**src/rtl/dwc_pkg.sv**
```systemverilog
// Shared types and constants for the duplicate-with-compare producer path.
package dwc_pkg;

  typedef enum logic [1:0] {
    IDLE    = 2'd0,
    PARTIAL = 2'd1,
    PAIRED  = 2'd2,
    REPORT  = 2'd3
  } loader_state_t;

  localparam logic [1:0] DSET_NONE = 2'b00;
  localparam logic [1:0] DSET_A    = 2'b01;
  localparam logic [1:0] DSET_B    = 2'b10;
  localparam logic [1:0] DSET_PAIR = 2'b11;

  localparam int DWC_DATA_W = 32;

endpackage

```
**src/rtl/dwc_watchdog.sv**
```systemverilog
// Loadable up-counter with clear/enable; terminal is high while count sits at LIMIT-1.
module dwc_watchdog #(
  parameter int LIMIT = 1024,
  parameter int W     = $clog2(LIMIT)
) (
  input  logic         clk,
  input  logic         reset,
  input  logic         clear,
  input  logic         enable,
  input  logic         load,
  input  logic [W-1:0] load_value,
  output logic         terminal
);

  localparam logic [W-1:0] LAST = W'(LIMIT - 1);

  logic [W-1:0] count;

  always_ff @(posedge clk or posedge reset) begin
    if (reset) begin
      count <= '0;
    end else if (clear) begin
      count <= '0;
    end else if (load) begin
      count <= load_value;
    end else if (enable) begin
      count <= count + 1'b1;
    end
  end

  assign terminal = (count == LAST);

endmodule

```
**src/rtl/dwc_pair_loader.sv**
```systemverilog
// DWC pair loader: captures one result word per core, presents the pair to the comparator
// and reports the verdict by level interrupt. Define DWC_MISMATCH_CNT_EN for the mismatch counter.
module dwc_pair_loader
  import dwc_pkg::*;
#(
  parameter int DATA_W         = DWC_DATA_W,
  parameter int TIMEOUT_CYCLES = 1024,
  parameter int CNT_W          = 16
) (
  input  logic              clk,
  input  logic              reset,
  input  logic              wr_a,
  input  logic [DATA_W-1:0] wdata_a,
  output logic              ready_a,
  input  logic              wr_b,
  input  logic [DATA_W-1:0] wdata_b,
  output logic              ready_b,
  output logic [DATA_W-1:0] data_a,
  output logic [DATA_W-1:0] data_b,
  output logic [1:0]        data_set,
  input  logic              cmp_prompt,
  input  logic              cmp_match,
  output logic              irq,
  input  logic              irq_ack,
  output logic              res_match,
  output logic              res_timeout
`ifdef DWC_MISMATCH_CNT_EN
  ,
  output logic [CNT_W-1:0]  mismatch_cnt
`endif
);

  localparam int TIMER_W = $clog2(TIMEOUT_CYCLES);

  loader_state_t state, next_state;
  logic          wr_a_ok, wr_b_ok;
  logic          timer_done;
  logic          pair_done, timed_out;

  assign wr_a_ok   = wr_a & ready_a;
  assign wr_b_ok   = wr_b & ready_b;
  assign pair_done = (state == PAIRED) && cmp_prompt;
  assign timed_out = (state == PARTIAL) && (next_state == REPORT);

  // Timer runs only in PARTIAL and is held at zero everywhere else.
  dwc_watchdog #(
    .LIMIT (TIMEOUT_CYCLES),
    .W     (TIMER_W)
  ) u_watchdog (
    .clk        (clk),
    .reset      (reset),
    .clear      (state != PARTIAL),
    .enable     (state == PARTIAL),
    .load       (1'b0),
    .load_value ('0),
    .terminal   (timer_done)
  );

  always_ff @(posedge clk or posedge reset) begin
    if (reset) begin
      state <= IDLE;
    end else begin
      state <= next_state;
    end
  end

  // A completing write beats the watchdog on the terminal-count cycle.
  always_comb begin
    next_state = state;
    case (state)
      IDLE: begin
        if (wr_a_ok && wr_b_ok) begin
          next_state = PAIRED;
        end else if (wr_a_ok || wr_b_ok) begin
          next_state = PARTIAL;
        end
      end
      PARTIAL: begin
        if ((data_set[0] || wr_a_ok) && (data_set[1] || wr_b_ok)) begin
          next_state = PAIRED;
        end else if (timer_done) begin
          next_state = REPORT;
        end
      end
      PAIRED: begin
        if (cmp_prompt) begin
          next_state = REPORT;
        end
      end
      REPORT: begin
        if (irq_ack) begin
          next_state = IDLE;
        end
      end
      default: next_state = IDLE;
    endcase
  end

  always_comb begin
    ready_a = 1'b0;
    ready_b = 1'b0;
    if ((state == IDLE) || (state == PARTIAL)) begin
      ready_a = !data_set[0];
      ready_b = !data_set[1];
    end
  end

  always_ff @(posedge clk or posedge reset) begin
    if (reset) begin
      data_a      <= '0;
      data_b      <= '0;
      data_set    <= DSET_NONE;
      irq         <= 1'b0;
      res_match   <= 1'b0;
      res_timeout <= 1'b0;
    end else begin
      if (wr_a_ok) begin
        data_a <= wdata_a;
      end
      if (wr_b_ok) begin
        data_b <= wdata_b;
      end
      // Clearing data_set on REPORT entry lets the comparator re-arm.
      if (next_state == REPORT) begin
        data_set <= DSET_NONE;
      end else begin
        data_set <= data_set | (wr_a_ok ? DSET_A : DSET_NONE) | (wr_b_ok ? DSET_B : DSET_NONE);
      end
      irq <= (next_state == REPORT);
      if (pair_done) begin
        res_match   <= cmp_match;
        res_timeout <= 1'b0;
      end else if (timed_out) begin
        res_match   <= 1'b0;
        res_timeout <= 1'b1;
      end
    end
  end

`ifdef DWC_MISMATCH_CNT_EN
  always_ff @(posedge clk or posedge reset) begin
    if (reset) begin
      mismatch_cnt <= '0;
    end else if (((pair_done && !cmp_match) || timed_out) && (mismatch_cnt != '1)) begin
      mismatch_cnt <= mismatch_cnt + 1'b1;
    end
  end
`endif

endmodule

```
**config.mk**
```make
export PLATFORM = sky130hd
export DESIGN_NAME = dwc_pair_loader
export DESIGN_NICKNAME = d
export VERILOG_FILES = /design/src/rtl/dwc_pkg.sv /design/src/rtl/dwc_watchdog.sv /design/src/rtl/dwc_pair_loader.sv
export SDC_FILE = /design/constraint.sdc
export NUM_CORES = 1
export LEC_CHECK = 0
export BUFFER_PORTS_ARGS = -buffer_cell sky130_fd_sc_hd__buf_2
export CAP_MARGIN = 20
export CELL_PAD_IN_SITES_DETAIL_PLACEMENT = 1
export CELL_PAD_IN_SITES_GLOBAL_PLACEMENT = 2
export CORE_UTILIZATION = 30
export DETAILED_ROUTE_END_ITERATION = 16
export GPL_ROUTABILITY_DRIVEN = 0
export GPL_TIMING_DRIVEN = 1
export PLACE_DENSITY = 0.79
export SETUP_SLACK_MARGIN = 0.1
export SYNTH_ARGS = -nofsm -noshare
export SYNTH_HDL_FRONTEND = slang
export SYNTH_HIERARCHICAL = 1
export SYNTH_SLANG_ARGS = --single-unit
```
**constraint.sdc**
```tcl
create_clock -name clk -period 2.8 [get_ports clk]
set_clock_uncertainty 0.15 [all_clocks]
set_input_delay 0.42 -clock clk [delete_from_list [all_inputs] [get_ports clk]]
set_output_delay 0.42 -clock clk [all_outputs]
set_load 0.005 [all_outputs]
```
==> impl_metrics.prom, run 1 <==
# TYPE chip_impl_metric gauge
chip_impl_metric{name="timing.critical_path.arrival",unit="ns"} 2.46
chip_impl_metric{name="number_of_standard_cells_after_synthesis",unit=""} 257
chip_impl_metric{name="clock_insertion_delay_worst_skew",unit="ns"} 0.34
chip_impl_metric{name="grt_pass1_vias",unit=""} 2793
chip_impl_metric{name="die_w",unit="µm"} 109
chip_impl_metric{name="dp_slack",unit="ns"} 0.421
chip_impl_metric{name="synth.cell_area",unit="µm²"} 3450
chip_impl_metric{name="grt_pass1_wl",unit="µm"} 13300
chip_impl_metric{name="boundaryPins",unit=""} 142
chip_impl_metric{name="layout.cells.non_filler",unit=""} 555
chip_impl_metric{name="number_of_synthesized_register_bits",unit=""} 81
chip_impl_metric{name="port_buffers",unit=""} 141
chip_impl_metric{name="final_period_minus_worst_setup_slack",unit="ns"} 2.39
chip_impl_metric{name="number_of_antenna_violations_at_the_first_check_in_global_routing",unit=""} 0
chip_impl_metric{name="cts_num_sinks",unit=""} 81
chip_impl_metric{name="grt_remaining_overflow",unit=""} 0
chip_impl_metric{name="grt_start_max_net_pins",unit=""} 38
chip_impl_info{name="worstSetupPathType",value="flop to flop"} 1
chip_impl_info{name="tritoncts",value="yes"} 1
chip_impl_metric{name="area_growth",unit="%"} 33.5
chip_impl_metric{name="drv_cap",unit=""} 0
chip_impl_metric{name="relSlewSlack",unit="%"} 50.2
chip_impl_metric{name="multiInputGateArea",unit="µm²"} 1330
chip_impl_metric{name="final.fill_count",unit=""} 1233
chip_impl_metric{name="clk_path_buf_depth",unit=""} 2
chip_impl_metric{name="leakagePower",unit="nW"} 2.20
chip_impl_metric{name="timing_worst_slew_pin_value",unit="ns"} 0.747
chip_impl_metric{name="use_met3",unit="%"} 6.75
chip_impl_metric{name="detailroute.via_count",unit=""} 2522
chip_impl_info{name="crit_start",value="u_watchdog/count[0]$_DFFE_PP0P_"} 1
chip_impl_info{name="setup_repair_after_global_routing_missed_its_margin",value="false"} 1
chip_impl_metric{name="cts.reportedPaths.clkPinSlew",unit="ns"} 0.07
chip_impl_metric{name="ys_async_sr_fraction",unit="%"} 100
chip_impl_metric{name="path_max_fanout",unit=""} 4
chip_impl_metric{name="worst_slack",unit="ns"} 0.413
chip_impl_info{name="start_kind",value="flop"} 1
chip_impl_metric{name="pwr_density_cell",unit="nW/µm²"} 1080
chip_impl_metric{name="floorplan.rows",unit=""} 38
chip_impl_metric{name="synth_enable_flop_cells",unit=""} 0
chip_impl_metric{name="dp_hpwl",unit="µm"} 6020
chip_impl_metric{name="viasPerCell",unit=""} 4.54
chip_impl_info{name="ys.flop_type",value="dfrtp_1"} 1
chip_impl_info{name="rr_startpoint",value="u_watchdog/count[0]$_DFFE_PP0P_"} 1
chip_impl_metric{name="dieHeight",unit="µm"} 109
chip_impl_metric{name="timing.final.hold_violations",unit=""} 0
chip_impl_metric{name="placed_cells",unit=""} 538
chip_impl_info{name="status",value="complete, no violations"} 1
chip_impl_metric{name="yosys_warnings",unit=""} 6
chip_impl_metric{name="diodes",unit=""} 0
chip_impl_info{name="critical_path.endpoint_type",value="flop"} 1
chip_impl_info{name="hp-start",value="wdata_b[4]"} 1
chip_impl_metric{name="grt_usage",unit="%"} 14.8
chip_impl_metric{name="fp.dieArea",unit="µm²"} 11900
chip_impl_metric{name="final_layout_size_suffix_gt1_share",unit="%"} 55.9
chip_impl_metric{name="achievable_freq",unit="MHz"} 419
chip_impl_info{name="clockRootBuffer",value="clkbuf_16"} 1
chip_impl_metric{name="floorplan.initialDensity",unit="%"} 31.3
chip_impl_metric{name="final_net_count",unit=""} 482
chip_impl_metric{name="critical_path_required_time",unit="ns"} 2.88
chip_impl_info{name="path_type_of_the_worst_min_delay_path",value="input pin to flop"} 1
chip_impl_metric{name="use_met1",unit="%"} 16.5
chip_impl_metric{name="cts_made_buffers",unit=""} 9
chip_impl_metric{name="avgSynthCellArea",unit="µm²"} 13.4
chip_impl_metric{name="wire_per_inst",unit="µm"} 14.7
chip_impl_metric{name="detail_route.drc_violations",unit=""} 0
chip_impl_metric{name="ys_types",unit=""} 43
chip_impl_metric{name="residual_antenna_violating_net_count_after_detailed_routing",unit=""} 0
chip_impl_metric{name="setup-violations-final",unit=""} 0
chip_impl_metric{name="ys_seq_area_share",unit="%"} 58.7
chip_impl_metric{name="fin_setup_tns",unit="ns"} 0
chip_impl_metric{name="core_area",unit="µm²"} 11000
chip_impl_metric{name="drtPass1Iterations",unit=""} 5
chip_impl_metric{name="groute.layer.met2.usage",unit="%"} 24.2
chip_impl_metric{name="final_max_slew_violation_count",unit=""} 0
chip_impl_metric{name="regArea",unit="µm²"} 2030
chip_impl_metric{name="cts.htree.levels",unit=""} 3
chip_impl_info{name="globalRoute.busiestLayer",value="met2"} 1
chip_impl_metric{name="max-vdd-ir-drop",unit="µV"} 466
chip_impl_metric{name="ctsResizeCount",unit=""} 0
chip_impl_metric{name="drt-initial-drc-count",unit=""} 52
chip_impl_metric{name="timing.final.crit_share",unit="%"} 85.2
chip_impl_metric{name="wl",unit="µm"} 8180
==> metrics by stage <==
stage | power (mW) | cell area, µm² | hold WS [ns] | utilization, %
6_report | 5.00 | 4610 | 0.158 | 41.8
5_1_grt | 5.38 | 4610 | 0.150 | 41.8
4_1_cts | 5.09 | 4610 | 0.150 | 41.8
3_5_place_dp | 3.86 | 4300 | 0.311 | 39.0
3_3_place_gp | 3.79 | 4300 | 0.305 | 39.0
2_1_floorplan | 3.10 | 3490 | 0.110 | -
==> report_power, final <==
group	switching (mW)	leakage, nW	internal (mW)
registers	0.325	0.978	1.73
clock network	0.502	0.142	0.697
logic	0.742	1.08	1.00
total	1.57	2.20	3.43
==> cell usage after synthesis (3+ instances only) <==
cell,instances,area [µm²]
nand4_1,4,25.0
buf_2,7,35.0
o21ai_0,3,15.0
buf_6,5,56.3
inv_1,10,37.5
nand2_1,11,41.3
xnor2_1,6,52.6
a21o_1,3,22.5
dfrtp_1,81,2030
nor2_1,15,56.3
mux2_2,64,721
a21oi_1,7,35.0
mux2i_1,4,40.0
==> cells by family (layout without fill, tap and decap cells) <==
logic type               count (synthesis)  in the layout  synth area share [%]
XOR/XNOR                                 7              7                  1.78
multiplexers                            68             68                  22.0
buffers and inverters                   23            171                  3.84
adder cells (fa/ha/maj)                  1              1                 0.363
AO/OA/AOI/OAI                           25             25                  4.75
AND/OR/NAND/NOR                         51             51                  8.38
flip-flops                              81             81                  58.7
other                                    1             11                 0.109
==> layout by cell type, fill, tap and decap left out, drive strengths merged, types with 2 or more instances in the layout <==
master    instances
o22ai             2
clkbuf            9
buf             144
nand4             4
xnor2             6
and2b             2
a21oi             7
clkinvlp          2
o21ai             4
nand2            11
or4               2
mux2i             4
o21a              2
nor3              2
nor2             15
nand3             2
a21o              3
conb             11
or3               2
clkinv            2
mux2             64
nor2b             3
o2bb2ai           2
dfrtp            81
inv              12
==> area by class of cell <==
type	count	area share (%)
clock buffer	9	4.89
clock inverter	7	1.66
inverter	10	0.815
multi-input combinational	163	28.8
sequential	81	44.0
tap	140	3.80
timing repair buffer	145	16.0
==> state kept, by name (all words and copies together), names as in the netlist <==
| name | flops |
|---|---|
| res_match | 1 |
| u_watchdog/count | 10 |
| data_b | 32 |
| irq | 1 |
| state | 2 |
| res_timeout | 1 |
| data_a | 32 |
| data_set | 2 |
==> path summary, 6_finish.rpt <==
kind                                              endpoint  slack, ns  cells after the start
max                                res_timeout$_DFFE_PP0P_       0.41                      8
min                                  data_b[4]$_DFFE_PP0P_       0.16                      2
min in group asynchronous  u_watchdog/count[4]$_DFFE_PP0P_       0.52                      3
max in group asynchronous           data_a[25]$_DFFE_PP0P_       1.53                      4
min reg2reg                        res_timeout$_DFFE_PP0P_       0.35                      1
max reg2reg                        res_timeout$_DFFE_PP0P_       0.41                      8
==> repair_timing <==
action                                 4_1_cts  5_1_grt
hold buffers                                 1        0
buffers inserted                             0        0
endpoints found under the hold margin       10        0
==> worst max-delay path, cell delays in order, from the launching register on <==
cell and delay, ns:
dfrtp_1 0.42, ha_1 0.24, and4_2 0.24, nor3b_2 0.17, and3_1 0.20, or4_1 0.48, nand4_1 0.15, nor2_1 0.08
a21o_1 0.15
==> metal layers <==
metal	part of all wire [%]	up-vias
met2	48	112
li1	-	1191
met1	39	1209
met5	0	-
met4	1.6	0
met3	12	10
Power figures use the tool's default switching activity.
==> run 2: changes to the inputs <==
--- a/config.mk
+++ b/config.mk
@@ -9,6 +9,7 @@
 export CAP_MARGIN = 20
 export CELL_PAD_IN_SITES_DETAIL_PLACEMENT = 1
 export CELL_PAD_IN_SITES_GLOBAL_PLACEMENT = 2
+export CORE_ASPECT_RATIO = 0.5
 export CORE_UTILIZATION = 30
 export DETAILED_ROUTE_END_ITERATION = 16
 export GPL_ROUTABILITY_DRIVEN = 0
==> run 2 against run 1 <==
Against the previous run: first-iteration DRC count rose by 83%; worst hold slack improved by 0.0030 ns; clock-buffer cell count rose by 1; non-clock buffer count did not move; clock power rose by 11%; wire length rose by 1.9%; combinational power rose by 2%; cell area rose by 1.4%; fmax rose by 0.47%; critical path type unchanged; critical endpoint unchanged.
==> impl_metrics.prom, run 2 (synthesis gave the netlist of run 1 again) <==
# TYPE chip_impl_metric gauge
chip_impl_info{name="status",value="complete, no violations"} 1
chip_impl_metric{name="setup-violations-final",unit=""} 0
chip_impl_info{name="worstSetupPathType",value="flop to flop"} 1
chip_impl_metric{name="final_max_slew_violation_count",unit=""} 0
chip_impl_info{name="layout_commonest_cell",value="buf_2"} 1
chip_impl_metric{name="post-cts-setup-buffer-count",unit=""} 0
chip_impl_metric{name="port_buffers",unit=""} 141
chip_impl_info{name="tritoncts",value="yes"} 1
chip_impl_metric{name="residual_antenna_violating_net_count_after_detailed_routing",unit=""} 0
chip_impl_metric{name="die_w",unit="µm"} 154
chip_impl_metric{name="final.fill_count",unit=""} 1240
chip_impl_info{name="crit-reg2reg-capture",value="res_timeout$_DFFE_PP0P_"} 1
chip_impl_metric{name="final_layout_size_suffix_gt1_share",unit="%"} 55.9
chip_impl_metric{name="dp_hpwl",unit="µm"} 6090
chip_impl_info{name="layout_common_cells",value="buf_2, dfrtp_1, mux2_2, nor2_1"} 1
chip_impl_metric{name="floorplan.rows",unit=""} 27
chip_impl_metric{name="worst_slack",unit="ns"} 0.424
chip_impl_metric{name="cts.reportedPaths.clkPinSlew",unit="ns"} 0.07
chip_impl_metric{name="achievable_freq",unit="MHz"} 421
chip_impl_info{name="rr_startpoint",value="u_watchdog/count[0]$_DFFE_PP0P_"} 1
chip_impl_metric{name="drtPass1Iterations",unit=""} 4
chip_impl_metric{name="clk_path_buf_depth",unit=""} 2
chip_impl_metric{name="pwr_density_cell",unit="nW/µm²"} 1100
chip_impl_metric{name="fin_setup_tns",unit="ns"} 0
chip_impl_metric{name="regArea",unit="µm²"} 2030
chip_impl_metric{name="cts.htree.levels",unit=""} 3
chip_impl_info{name="critical_path.endpoint_type",value="flop"} 1
chip_impl_metric{name="timing.final.crit_share",unit="%"} 84.8
chip_impl_metric{name="grt_start_max_net_pins",unit=""} 72
chip_impl_metric{name="grt_pass1_vias",unit=""} 2675
chip_impl_metric{name="clock_insertion_delay_worst_skew",unit="ns"} 0.33
chip_impl_metric{name="viasPerCell",unit=""} 4.50
chip_impl_metric{name="final_period_minus_worst_setup_slack",unit="ns"} 2.38
chip_impl_metric{name="wire_per_inst",unit="µm"} 14.9
chip_impl_info{name="top_regs",value="data_a x32, data_b x32, u_watchdog/count x10"} 1
chip_impl_metric{name="critical_path_required_time",unit="ns"} 2.88
chip_impl_info{name="hp-start",value="wdata_b[25]"} 1
chip_impl_info{name="slowest_stage",value="or4_1"} 1
chip_impl_info{name="path_type_of_the_worst_min_delay_path",value="input pin to flop"} 1
chip_impl_metric{name="timing.critical_path.buf_inv",unit=""} 0
chip_impl_metric{name="diodes",unit=""} 0
chip_impl_metric{name="number_of_antenna_violations_at_the_first_check_in_global_routing",unit=""} 0
chip_impl_metric{name="dieHeight",unit="µm"} 77.8
chip_impl_metric{name="area_growth",unit="%"} 35.4
chip_impl_metric{name="leakagePower",unit="nW"} 2.23
chip_impl_info{name="path_cells",value="ha_1, and4_2, nor3b_2, and3_1, or4_1, nand4_1, nor2_1, a21o_1"} 1
chip_impl_metric{name="drt-initial-drc-count",unit=""} 95
chip_impl_metric{name="grt_pass1_wl",unit="µm"} 13700
chip_impl_metric{name="power",unit="mW"} 5.16
chip_impl_metric{name="path_max_fanout",unit=""} 4
chip_impl_info{name="capture_endpoint_of_the_worst_hold_path",value="data_b[25]$_DFFE_PP0P_"} 1
chip_impl_metric{name="dpl_cell_area",unit="µm²"} 4330
chip_impl_metric{name="fp.dieArea",unit="µm²"} 12000
chip_impl_metric{name="floorplan.initialDensity",unit="%"} 31.1
chip_impl_metric{name="detailroute.via_count",unit=""} 2522
chip_impl_info{name="crit_family",value="simple AND/OR/NAND/NOR gates"} 1
chip_impl_metric{name="grt_usage",unit="%"} 14.8
chip_impl_metric{name="whs_path_depth",unit=""} 2
chip_impl_metric{name="layout.cell_area.non_filler",unit="µm²"} 4670
chip_impl_metric{name="cts_num_sinks",unit=""} 81
chip_impl_metric{name="regToRegSetupSlack",unit="ns"} 0.42
chip_impl_info{name="clockRootBuffer",value="clkbuf_16"} 1
chip_impl_info{name="start_kind",value="flop"} 1
chip_impl_metric{name="multiInputGateArea",unit="µm²"} 1330
chip_impl_metric{name="drv_cap",unit=""} 0
chip_impl_metric{name="r2r.worst_path.cells",unit=""} 8
chip_impl_metric{name="finalCoreUtilization",unit="%"} 42.2
chip_impl_metric{name="core_area",unit="µm²"} 11100
chip_impl_metric{name="timing.final.hold_violations",unit=""} 0
chip_impl_metric{name="timing.critical_path.arrival",unit="ns"} 2.45
chip_impl_metric{name="cts_made_buffers",unit=""} 9
chip_impl_info{name="setup_repair_after_global_routing_missed_its_margin",value="false"} 1
chip_impl_metric{name="cp_slowest_stage_delay",unit="ns"} 0.47
chip_impl_metric{name="detail_route.drc_violations",unit=""} 0
chip_impl_metric{name="dp_slack",unit="ns"} 0.419
chip_impl_metric{name="grt_remaining_overflow",unit=""} 0
chip_impl_metric{name="boundaryPins",unit=""} 142
chip_impl_metric{name="max-vdd-ir-drop",unit="µV"} 442
chip_impl_metric{name="wl",unit="µm"} 8340
chip_impl_metric{name="final_net_count",unit=""} 482
==> run 2: cell count changes in the layout (fill, tap and decap cells not counted) <==
cell / before / now
buf_12: 0 / 2
buf_4: 3 / 1
bufinv_16: 1 / 2
clkbuf_8: 0 / 1
clkinv_2: 1 / 0
clkinv_4: 1 / 0
clkinvlp_4: 2 / 1
inv_8: 0 / 1
==> run 2: worst max-delay path by stage <==
stage                               to                       startpoint  slack, ns  cells after the start
6_report       res_timeout$_DFFE_PP0P_  u_watchdog/count[0]$_DFFE_PP0P_       0.42                      8
5_1_grt          data_set[1]$_DFF_PP0_  u_watchdog/count[0]$_DFFE_PP0P_       0.26                      8
4_1_cts        res_timeout$_DFFE_PP0P_  u_watchdog/count[0]$_DFFE_PP0P_       0.41                      8
3_5_place_dp   res_timeout$_DFFE_PP0P_  u_watchdog/count[0]$_DFFE_PP0P_       0.42                      8
3_3_place_gp   res_timeout$_DFFE_PP0P_  u_watchdog/count[0]$_DFFE_PP0P_       0.48                      8
2_1_floorplan    data_a[0]$_DFFE_PP0P_                            reset       0.43                      1
==> run 2: what timing repair did <==
item	CTS	global route
endpoints found under the hold margin	10	0
gates resized for setup	0	0
hold buffers	1	0
==> run 2: layout make-up <==
type	instances	area share, %
Tap cell	145	3.88
Clock buffer	10	5.11
Multi-Input combinational cell	163	28.4
Sequential cell	81	43.4
Inverter	10	0.803
Timing Repair Buffer	145	16.3
Clock inverter	6	2.06
==> run 2: report_power, final <==
part	total, mW	switching, mW	internal, mW
combinational	1.79	0.764	1.02
sequential	2.05	0.318	1.73
clock	1.33	0.509	0.818
total	5.16	1.59	3.57
==> run 2: metrics by stage <==
stage,hold slack [ns],instances
after floorplan,0.110,267
after global placement,0.299,543
after detailed placement,0.302,543
after CTS,0.148,560
after global routing,0.149,560
final,0.161,560
==> run 2: routing by layer <==
| layer | vias to the layer above | track usage, % | wire length [µm] |
|---|---|---|---|
| met1 | 1284 | 17.2 | 3390 |
| met4 | 0 | 5.10 | 130 |
| met2 | 38 | 26.5 | 4520 |
| met3 | 12 | 4.08 | 300 |
| li1 | 1188 | - | - |
| met5 | - | 0 | 0 |
==> run 3: changes to the inputs <==
--- a/config.mk
+++ b/config.mk
@@ -5,16 +5,17 @@
 export SDC_FILE = /design/constraint.sdc
 export NUM_CORES = 1
 export LEC_CHECK = 0
+export ABC_AREA = 1
 export BUFFER_PORTS_ARGS = -buffer_cell sky130_fd_sc_hd__buf_2
 export CAP_MARGIN = 20
 export CELL_PAD_IN_SITES_DETAIL_PLACEMENT = 1
 export CELL_PAD_IN_SITES_GLOBAL_PLACEMENT = 2
 export CORE_ASPECT_RATIO = 0.5
-export CORE_UTILIZATION = 30
+export CORE_UTILIZATION = 26
 export DETAILED_ROUTE_END_ITERATION = 16
 export GPL_ROUTABILITY_DRIVEN = 0
 export GPL_TIMING_DRIVEN = 1
-export PLACE_DENSITY = 0.79
+export PLACE_DENSITY = 0.78
 export SETUP_SLACK_MARGIN = 0.1
 export SYNTH_ARGS = -nofsm -noshare
 export SYNTH_HDL_FRONTEND = slang
==> constraint.sdc (replaced) <==
create_clock -name clk -period 2.3 [get_ports clk]
set_clock_uncertainty 0.15 [all_clocks]
set_input_delay 0.345 -clock clk [delete_from_list [all_inputs] [get_ports clk]]
set_output_delay 0.345 -clock clk [all_outputs]
set_load 0.005 [all_outputs]
==> run 3 against run 2 <==
Against the previous run: final cell count up 36%; fmax up 26%; worst hold slack worse by 0.11 ns; via count up 25%; highest routed layer unchanged.
==> impl_metrics.prom, run 3 <==
# TYPE chip_impl_metric gauge
chip_impl_info{name="synthTopCellsByCount",value="nand2_1, dfrtp_1, nor2_1, inv_1, nand3_1"} 1
chip_impl_metric{name="cts_num_sinks",unit=""} 81
chip_impl_info{name="synth_most_common_cell",value="nand2_1"} 1
chip_impl_metric{name="critical_path_required_time",unit="ns"} 2.38
chip_impl_metric{name="grt_usage",unit="%"} 14.9
chip_impl_metric{name="clock_power_share",unit="%"} 23.7
chip_impl_info{name="start_kind",value="flop"} 1
chip_impl_metric{name="area_growth",unit="%"} 35.4
chip_impl_info{name="layout_common_cells",value="nand2_1, buf_2, dfrtp_1, nor2_1, inv_1"} 1
chip_impl_metric{name="number_of_standard_cells_after_synthesis",unit=""} 429
chip_impl_metric{name="core_area",unit="µm²"} 13000
chip_impl_metric{name="floorplan.initialDensity",unit="%"} 27.2
chip_impl_metric{name="layout.cells.non_filler",unit=""} 764
chip_impl_metric{name="p_int",unit="mW"} 3.71
chip_impl_metric{name="final_max_slew_violation_count",unit=""} 0
chip_impl_metric{name="post_cts_hold_buffer_count",unit=""} 1
chip_impl_metric{name="dpl_cell_area",unit="µm²"} 4480
chip_impl_metric{name="timing_worst_slew_pin_value",unit="ns"} 0.569
chip_impl_metric{name="yosys_warnings",unit=""} 6
chip_impl_metric{name="detail_route.drc_violations",unit=""} 0
chip_impl_metric{name="final_layout_size_suffix_gt1_share",unit="%"} 30.8
chip_impl_metric{name="number_of_synthesized_register_bits",unit=""} 81
chip_impl_metric{name="fin_setup_tns",unit="ns"} 0
chip_impl_metric{name="detailroute.via_count",unit=""} 3158
chip_impl_metric{name="pwr_density_cell",unit="nW/µm²"} 1220
chip_impl_info{name="setup_repair_after_global_routing_missed_its_margin",value="false"} 1
chip_impl_metric{name="floorplan.rows",unit=""} 29
chip_impl_metric{name="synth.cell_area",unit="µm²"} 3530
chip_impl_info{name="ys.flop_type",value="dfrtp_1"} 1
chip_impl_metric{name="avgSynthCellArea",unit="µm²"} 8.22
chip_impl_metric{name="drv_cap",unit=""} 0
chip_impl_metric{name="timing.final.crit_share",unit="%"} 82.0
chip_impl_metric{name="wl",unit="µm"} 9980
chip_impl_info{name="path_type_of_the_worst_min_delay_path",value="input pin to flop"} 1
chip_impl_metric{name="drt-initial-drc-count",unit=""} 108
chip_impl_info{name="top_regs",value="data_a x32, data_b x32, u_watchdog/count x10"} 1
chip_impl_metric{name="setup-violations-final",unit=""} 0
chip_impl_metric{name="ys_types",unit=""} 31
chip_impl_metric{name="dp_hpwl",unit="µm"} 7110
chip_impl_metric{name="cts_made_buffers",unit=""} 9
chip_impl_metric{name="grt_pass1_wl",unit="µm"} 16600
chip_impl_metric{name="timing.critical_path.arrival",unit="ns"} 1.96
chip_impl_metric{name="finalHoldWorstSlack",unit="ns"} 0.0469
chip_impl_metric{name="power.share.combinational",unit="%"} 34.9
chip_impl_metric{name="grt_pass1_vias",unit=""} 3295
chip_impl_metric{name="synthDominantCellAreaShare",unit="%"} 57.5
chip_impl_metric{name="dieHeight",unit="µm"} 84.4
chip_impl_metric{name="synth_enable_flop_cells",unit=""} 0
chip_impl_metric{name="pwr-share-seq",unit="%"} 41.4
chip_impl_metric{name="p_switching",unit="mW"} 2.13
chip_impl_info{name="clockRootBuffer",value="clkbuf_16"} 1
chip_impl_info{name="layout_commonest_cell",value="nand2_1"} 1
chip_impl_metric{name="number_of_antenna_violations_at_the_first_check_in_global_routing",unit=""} 0
chip_impl_metric{name="die_w",unit="µm"} 167
chip_impl_metric{name="max-vdd-ir-drop",unit="µV"} 398
chip_impl_metric{name="fp.dieArea",unit="µm²"} 14100
chip_impl_metric{name="ctsResizeCount",unit=""} 0
chip_impl_info{name="critical_path.endpoint_type",value="flop"} 1
chip_impl_metric{name="leakagePower",unit="nW"} 2.78
chip_impl_metric{name="diodes",unit=""} 0
chip_impl_metric{name="final_period_minus_worst_setup_slack",unit="ns"} 1.89
chip_impl_metric{name="cts.htree.levels",unit=""} 3
chip_impl_metric{name="viasPerCell",unit=""} 4.13
chip_impl_metric{name="port_buffers",unit=""} 141
chip_impl_metric{name="final_net_count",unit=""} 661
chip_impl_metric{name="path_max_fanout",unit=""} 4
chip_impl_metric{name="drtPass1Iterations",unit=""} 4
chip_impl_metric{name="boundaryPins",unit=""} 142
chip_impl_metric{name="power",unit="mW"} 5.84
chip_impl_metric{name="cts.reportedPaths.clkPinSlew",unit="ns"} 0.06
chip_impl_metric{name="clock_insertion_delay_worst_skew",unit="ns"} 0.33
chip_impl_metric{name="residual_antenna_violating_net_count_after_detailed_routing",unit=""} 0
chip_impl_metric{name="grt_remaining_overflow",unit=""} 0
chip_impl_info{name="top_signal_layer_used",value="met4"} 1
chip_impl_metric{name="dr_wl_met2",unit="µm"} 5130
chip_impl_info{name="status",value="complete, no violations"} 1
chip_impl_info{name="worstSetupPathType",value="flop to flop"} 1
chip_impl_metric{name="wire_per_inst",unit="µm"} 13.1
chip_impl_metric{name="post-cts-setup-buffer-count",unit=""} 0
chip_impl_metric{name="timing.final.hold_violations",unit=""} 0
chip_impl_info{name="post-synth-top-area-cell",value="dfrtp_1"} 1
chip_impl_metric{name="layout.cell_area.non_filler",unit="µm²"} 4780
chip_impl_metric{name="achievable_freq",unit="MHz"} 530
chip_impl_metric{name="detail_route.wirelength.met1",unit="µm"} 4350
chip_impl_metric{name="relSlewSlack",unit="%"} 62.1
chip_impl_metric{name="switching_share",unit="%"} 36.4
chip_impl_metric{name="placed_cells",unit=""} 747
chip_impl_metric{name="ys_async_sr_fraction",unit="%"} 100
chip_impl_info{name="tritoncts",value="yes"} 1
chip_impl_metric{name="grt_start_max_net_pins",unit=""} 72
chip_impl_info{name="ys_top_cells_by_area",value="dfrtp_1, nand2_1, nor2_1"} 1
chip_impl_metric{name="ys_seq_area_share",unit="%"} 57.5
chip_impl_metric{name="met3_wl",unit="µm"} 381
chip_impl_metric{name="clk_path_buf_depth",unit=""} 2
## run 3: per-stage QoR
| stage | setup slack [ns] | util, % |
|---|---|---|
| 2_1_floorplan | 0.609 | - |
| 3_3_place_gp | 0.476 | 34.6 |
| 3_5_place_dp | 0.410 | 34.6 |
| 4_1_cts | 0.387 | 36.9 |
| 5_1_grt | 0.199 | 36.9 |
| 6_report | 0.414 | 36.9 |
## run 3: cell type report
| class | instances | area [µm²] |
|---|---|---|
| Fill cell | 1618 | 8180 |
| Sequential cell | 81 | 2030 |
| Multi-Input combinational cell | 326 | 1390 |
| Timing Repair Buffer | 147 | 766 |
| Clock buffer | 13 | 260 |
| Tap cell | 170 | 213 |
| Inverter | 24 | 98.8 |
| Clock inverter | 3 | 23.8 |
## run 3: metal layers
metal / GRT usage, % / vias to the layer above
li1: - / 1598
met1: 17.5 / 1503
met2: 26.8 / 47
met3: 4.10 / 10
met4: 4.12 / 0
met5: 0 / -
## run 3: path summary, 6_finish.rpt
| path | start | endpoint | slack [ns] | cells past startpoint |
|---|---|---|---|---|
| min in group asynchronous | reset | u_watchdog/count[8]$_DFFE_PP0P_ | 0.44 | 3 |
| worst max-delay path | u_watchdog/count[0]$_DFFE_PP0P_ | res_match$_DFFE_PP0P_ | 0.41 | 12 |
| worst min register to register | data_a[0]$_DFFE_PP0P_ | data_a[0]$_DFFE_PP0P_ | 0.32 | 2 |
| worst max register to register | u_watchdog/count[0]$_DFFE_PP0P_ | res_match$_DFFE_PP0P_ | 0.41 | 12 |
| max in group asynchronous | reset | data_a[27]$_DFFE_PP0P_ | 1.17 | 4 |
| worst min-delay path | wdata_b[21] | data_b[21]$_DFFE_PP0P_ | 0.05 | 3 |
## run 3: cell families (layout without fill, tap and decap cells)
group | count (synthesis) | in the layout | synth area share [%]
compound gates | 13 | 13 | 2.20
xor+xnor | 3 | 3 | 0.745
fa+ha+maj | 1 | 1 | 0.355
buf+inv | 38 | 187 | 4.89
flops | 81 | 81 | 57.5
other cells | 1 | 17 | 0.106
simple gates | 292 | 292 | 34.2
## run 3: critical path, cell delays in order (launching register included)
cell and delay, ns:
dfrtp_1 0.40, ha_1 0.23, nand3_2 0.11, nor2_2 0.17, nand2_1 0.10, nor3_1 0.15
inv_1 0.06, nand2_1 0.06, nand2_1 0.06, nand2_2 0.11, nand3_2 0.09, nand2_1 0.07
nand2_1 0.04
## run 3: power groups by stage
stage	combinational [mW]	sequential [mW]	clock, mW
after floorplan	1.12	2.45	0
after global placement	2.06	2.43	0
after detailed placement	2.11	2.44	0
after CTS	2.11	2.43	1.44
final	2.04	2.42	1.39
after global routing	2.35	2.51	1.49
